$ cat src/rtl/pulse_interval_meter.sv
// -----------------------------------------------------------------------------
// pulse_interval_meter
//
// Measures the number of 20 ns clock ticks between a start pulse and a stop
// pulse. Reports the tick count with a one-cycle done pulse, or abandons the
// measurement with a one-cycle tmo pulse once TIMEOUT ticks have elapsed.
//
// Parameters:
//   WIDTH     counter / result width in bits
//   TIMEOUT   tick count at which a measurement is abandoned
//             (1 <= TIMEOUT <= 2**WIDTH-1)
//
// Ports:
//   clk        in   system clock (50 MHz)
//   reset      in   synchronous, active-low reset
//   start      in   pulse: begin or restart a measurement
//   stop       in   pulse: end a running measurement
//   abort      in   pulse: cancel a running measurement, no result
//   clr_stats  in   clear min/max statistics (statistics build only)
//   busy       out  high while measuring
//   count      out  last result, held until next result or timeout
//   done       out  one-cycle pulse, count newly valid
//   tmo        out  one-cycle pulse, measurement timed out
//   min_count  out  smallest completed measurement (statistics build only)
//   max_count  out  largest completed measurement (statistics build only)
//
// Optional feature macro: INTERVAL_METER_STATS_EN builds the min/max
// statistics registers; without it min_count/max_count are tied to 0.
// -----------------------------------------------------------------------------
module pulse_interval_meter #(
   parameter int unsigned WIDTH   = 16,
   parameter int unsigned TIMEOUT = 5000
) (
   input  logic             clk,
   input  logic             reset,
   input  logic             start,
   input  logic             stop,
   input  logic             abort,
   input  logic             clr_stats,
   output logic             busy,
   output logic [WIDTH-1:0] count,
   output logic             done,
   output logic             tmo,
   output logic [WIDTH-1:0] min_count,
   output logic [WIDTH-1:0] max_count
);

   localparam logic [0:0] S_IDLE = 1'b0;
   localparam logic [0:0] S_RUN  = 1'b1;

   localparam logic [WIDTH-1:0] TMO_VAL = WIDTH'(TIMEOUT);
   localparam logic [WIDTH-1:0] ONE     = WIDTH'(1);

   logic [0:0]       state_q, state_d;
   logic [WIDTH-1:0] r_q, r_d;
   logic [WIDTH-1:0] count_q, count_d;
   logic             done_q, done_d;
   logic             tmo_q, tmo_d;

   // Event priority in RUN: start (retrigger) > abort > stop > timeout.
   always_comb begin
      state_d = state_q;
      r_d     = r_q;
      count_d = count_q;
      done_d  = 1'b0;
      tmo_d   = 1'b0;
      case (state_q)
         S_IDLE: begin
            if (start) begin
               state_d = S_RUN;
               r_d     = ONE;
            end
         end
         S_RUN: begin
            if (start) begin
               r_d = ONE;
            end else if (abort) begin
               state_d = S_IDLE;
               r_d     = '0;
            end else if (stop) begin
               // A stop coinciding with r == TIMEOUT is still a valid result.
               state_d = S_IDLE;
               r_d     = '0;
               count_d = r_q;
               done_d  = 1'b1;
            end else if (r_q == TMO_VAL) begin
               state_d = S_IDLE;
               r_d     = '0;
               count_d = TMO_VAL;
               tmo_d   = 1'b1;
            end else begin
               r_d = r_q + ONE;
            end
         end
         default: begin
            state_d = S_IDLE;
            r_d     = '0;
         end
      endcase
   end

   always_ff @(posedge clk) begin
      if (!reset) begin
         state_q <= S_IDLE;
         r_q     <= '0;
         count_q <= '0;
         done_q  <= 1'b0;
         tmo_q   <= 1'b0;
      end else begin
         state_q <= state_d;
         r_q     <= r_d;
         count_q <= count_d;
         done_q  <= done_d;
         tmo_q   <= tmo_d;
      end
   end

   assign busy  = (state_q == S_RUN);
   assign count = count_q;
   assign done  = done_q;
   assign tmo   = tmo_q;

`ifdef INTERVAL_METER_STATS_EN
   logic [WIDTH-1:0] min_q, max_q;

   // Statistics follow the result register: they update on the same edge
   // that loads count on a completed measurement (r_q is the new result).
   always_ff @(posedge clk) begin
      if (!reset || clr_stats) begin
         min_q <= '1;
         max_q <= '0;
      end else if (done_d) begin
         if (r_q < min_q) min_q <= r_q;
         if (r_q > max_q) max_q <= r_q;
      end
   end

   assign min_count = min_q;
   assign max_count = max_q;
`else
   logic unused_clr_stats;
   assign unused_clr_stats = clr_stats;
   assign min_count        = '0;
   assign max_count        = '0;
`endif

endmodule

$ cat config.mk
export PLATFORM = sky130hd
export DESIGN_NAME = pulse_interval_meter
export DESIGN_NICKNAME = d
export VERILOG_FILES = /design/src/rtl/pulse_interval_meter.sv
export SDC_FILE = /design/constraint.sdc
export NUM_CORES = 1
export LEC_CHECK = 0
export ABC_AREA = 1
export CAP_MARGIN = 25
export CORE_ASPECT_RATIO = 0.75
export CORE_UTILIZATION = 30
export DETAILED_ROUTE_END_ITERATION = 8
export PLACE_DENSITY = 0.52
export SETUP_SLACK_MARGIN = 0.5
export SKIP_LAST_GASP = 1
export SLEW_MARGIN = 15
export SYNTH_ARGS = -nofsm -noshare
export SYNTH_HDL_FRONTEND = slang
export SYNTH_SLANG_ARGS = --single-unit
$ cat constraint.sdc
create_clock -name clk -period 2.4 [get_ports clk]
set_clock_uncertainty 0.2 [all_clocks]
set_input_delay 0.24 -clock clk [delete_from_list [all_inputs] [get_ports clk]]
set_output_delay 0.24 -clock clk [all_outputs]
set_load 0.05 [all_outputs]
# Word level (Yosys, flattened, before mapping)
# Cells that the tools add are included.
# totals
register_bits,35
latch_bits,0
ramBits,0
rom_bits,0
input_bits,6
output_inout_bits,51
wordCells,32
n_memories,0
# op_classes
add_sub_neg,1
n_mul,0
div_mod_pow,0
n_lt_le_gt_ge,0
eq_ne,2
shifts,0
muxes,16
bitwise_logic,4
reduce_logical,4
# op_table
op,count
$mux 16,7
$pmux 16 s2,1
$add 16x1->16 const B,1
$eq 16x13->1 const B,1
$mux 1,7
$reduce_or 5->1,1
$not 1->1,4
$reduce_and 4->1,1
$reduce_or 4->1,1
$ne 2x2->1 const B,1
$pmux 1 s2,1
$reduce_bool 2->1,1

# Depth between registers and ports, before layout
# logic_depth
depth_word,6
ltp_mapped,10
ltp_nobuf,10

# Worst setup path after synthesis
# OpenSTA, ideal clock, no wires.
# synth_timing
kind,register to register
from,register state_q (netlist: busy)
to,register count_q[0] (netlist: count[0])
setup_ns,0.069
arrival_ns,1.446
t_required_ns,2.131
path_slack_ns,0.686
stages_incl_launch_ff,9
n_path_buf,0
period_less_slack_ns,1.714
path_cell_list,dfxtp_1 > inv_2 > nor2_4 > nand2_2 > nor2_1 > inv_2 > nor2_2 > inv_2 > o21ai_1
# synth_between
elab_chain_len,1
# synth_rtl
element,line_no,rtl
start: declaration,54,"logic [0:0] state_q, state_d;"
start signal: assignment,110,state_q <= state_d;
$reduce_and 4->1 (no source line),-,
end signal: assignment,112,count_q <= count_d;
end: declaration,56,"logic [WIDTH-1:0] count_q, count_d;"
# No other way between the ends.
# A chain may end at the register's enable or synchronous reset.

# Final worst setup path
# layout_timing
from,register count_q[8] (netlist: count[8])
to,output port count[8]
# layout_lines
element,line_no,rtl
end: declaration,41,"output logic [WIDTH-1:0] count,"
# No word-level cell between the ends.

==> results.md <==
- Status: finished clean
- Final Max Tran Viols: 0
- Number of max-cap violations: 0
- Worst-Margin Slew: 0.503 ns
- Final min period: 1.85 ns
- PortBufs: 23
- Met1 usage: 20.1%
- Initial antenna violation count: 0
- Most used routing layer: met1
- Peak supply drop: 0.229 mV
- Setup repair after global routing missed its margin: false
- Delay-heaviest family, CP: buffers and inverters
- CP max stage cell: clkdlybuf4s50_1
- Yosys reg bits: 35
- Final global-route overflow total: 0
- Yosys cell types: 30
- Leak: 0.00115 uW
- Clock sinks: 35
- # IOs: 57
- Share of cells above drive strength 1: 14.6%
- Vias: 1645
- Top post-synthesis cells by area: dfxtp_1 35%, buf_4 12%, nand2_1 9.4%
- CTS tree: done
- Die width: 96 um
- Met3 Use GR: 3.77%
- Mapped Area: 1990 sq um
- Fillers: 699
- Inst Count DP: 373
- Worst Setup Path Type: flip-flop to primary output
- Detail Route Antenna Nets: 0
- Worst-path cell chain: clkdlybuf4s50_1
- Pre-CTS WS: 0.428 ns
- Mapped Avg Cell Area: 7.28 sq um
- Post-route setup TNS: 0 ns
- Worst hold margin: 0.262 ns
- Total Wirelength: 4.30 mm
- Worst reg2reg startpoint: r_q[1]
- Largest net degree at the start of global routing: 19
- Final setup vio count: 0
- Hold buffers post-CTS: 0
- RD Place Congestion: 0.834
- Req. time, crit path: 1.96 ns
- Maximum buffer depth of the clock tree: 2
- PwrDens: 598 nW/um^2
- Met2 GRT Util: 17.0%
- Share of the synthesized area in the top cell type: 35.2%
- Startpoint Class: flip-flop
- Drt pass-1 iters: 4
- Die Area: 6960 sq um
- Half-perimeter wire length after placement: 3.20 mm
- Sequential fraction of the synthesis area: 35.2%
- Initial Util: 31.3%
- DRC: 0
- Routed WL per cell: 11.2 um
- Total CTS buffers: 5
- Post-layout worst setup margin: 0.553 ns
- Row cnt: 25
- Critical Path AT: 1.41 ns
- Die Ht: 72.5 um
- Global-route wire length before repair: 6.73 mm
- Crit path largest cell delay: 0.79 ns
- Core box area: 6350 sq um
- Post-route clock period utilization: 76.9%
- Post-Synthesis Cells: 273
- Hold Path Class: flip-flop to flip-flop
- H-tree levels: 2
- DR iter-0 viols: 94
- Gr usage total: 13.0%
- Antenna diodes: 0
- Hold path start: count[3]
- Root buffer cell: clkbuf_8
- Number of global-route vias before repair: 1332
- Synthesis-to-layout area growth: 18.8%
- YS warnings: 0
- Yosys top cell by area: dfxtp_1
- Worst setup path startpoint: count[8]
- Fin nets: 308
- Worst Setup End Kind: primary output
- Non-filler cells, final: 382
- Max_slew headroom: 66.4%
- CP max FO: 2
- Clock Latency Late Sink: 0.29 ns
- Crit path buf inv count: 1
- Hold Vio Cnt, Final: 0
- Clock-pin transition on the worst setup and hold timing paths: 0.07 ns
- Fmax: 541 MHz
- DR vias/cell: 4.31
==> through the flow <==
| stage | power, uW | utilization, % | area [sq um] |
|---|---|---|---|
| after floorplan | 802 | - | 2100 |
| after global placement | 790 | 34.3 | 2180 |
| after detailed placement | 789 | 34.3 | 2180 |
| after CTS | 1430 | 36.3 | 2310 |
| after global routing | 1470 | 37.2 | 2360 |
| final | 1410 | 37.2 | 2360 |
==> routing by layer <==
| metal | vias to the layer above | share of wire, % |
|---|---|---|
| met1 | 732 | 56 |
| li1 | 865 | - |
| met5 | - | 0 |
| met2 | 44 | 37 |
| met3 | 4 | 6.0 |
| met4 | 0 | 0.72 |
==> Yosys cell counts, drive strengths merged <==
| cell type | n |
|---|---|
| a21boi | 1 |
| a21oi | 21 |
| a22oi | 1 |
| buf | 37 |
| clkbuf | 1 |
| clkinv | 1 |
| conb | 1 |
| dfxtp | 35 |
| ha | 2 |
| inv | 33 |
| nand2 | 57 |
| nand3 | 28 |
| nand4 | 1 |
| nor2 | 23 |
| nor3 | 4 |
| nor4 | 2 |
| o21a | 1 |
| o21ai | 19 |
| or2 | 1 |
| xor2 | 4 |
==> cell families (layout without fill, tap and decap cells) <==
group / Yosys count / after routing / synth area share [%]
xor+xnor: 4 / 4 / 1.76
buf+inv: 72 / 69 / 20.6
simple gates: 116 / 116 / 28.8
other cells: 1 / 32 / 0.189
fa+ha+maj: 2 / 2 / 1.26
compound gates: 43 / 43 / 12.1
flops: 35 / 35 / 35.2
==> registers in the layout, indices dropped and copies added, names as in the netlist <==
register / flops
r_q: 16
count: 16
tmo: 1
busy: 1
done: 1
==> report_power, final <==
| group | total [uW] | internal [uW] | switching [uW] |
|---|---|---|---|
| clock network | 636 | 415 | 220 |
| registers | 588 | 585 | 3.13 |
| logic | 189 | 24.9 | 164 |
==> layout by cell type, fill, tap and decap left out, types with 6 or more instances in the layout <==
master           Yosys  final
inv_1               26     25
clkdlybuf4s50_1      0      6
nand2_1             50     50
dfxtp_1             35     35
inv_2                7      8
dlymetal6s2s_1       0     14
nor2_1              15     15
o21ai_1             13     13
conb_1               1     32
nand3_1             23     23
a21oi_1             16     16
o21ai_0              6      6
==> layout make-up <==
class	instances	area, sq um	area share [%]
Timing Repair Buffer	27	304	12.9
Multi-Input combinational cell	197	995	42.1
Inverter	34	128	5.41
Clock buffer	6	72.6	3.07
Sequential cell	35	701	29.7
Clock inverter	2	60.1	2.54
Tap cell	81	101	4.29
==> path summary, 6_finish.rpt <==
path         slack, ns  endpoint  depth (start not counted)
min reg2reg       0.26  count[3]                          2
max               0.55  count[8]                          1
min               0.26  count[3]                          2
max reg2reg       0.63   r_q[13]                         10
==> timing repair <==
action                                  4_1_cts  5_1_grt
endpoints found under the setup margin        3       27
gates resized for setup                       3       15
setup buffers                                 0        1
pin swaps                                     0        1
Power figures use the tool's default switching activity.
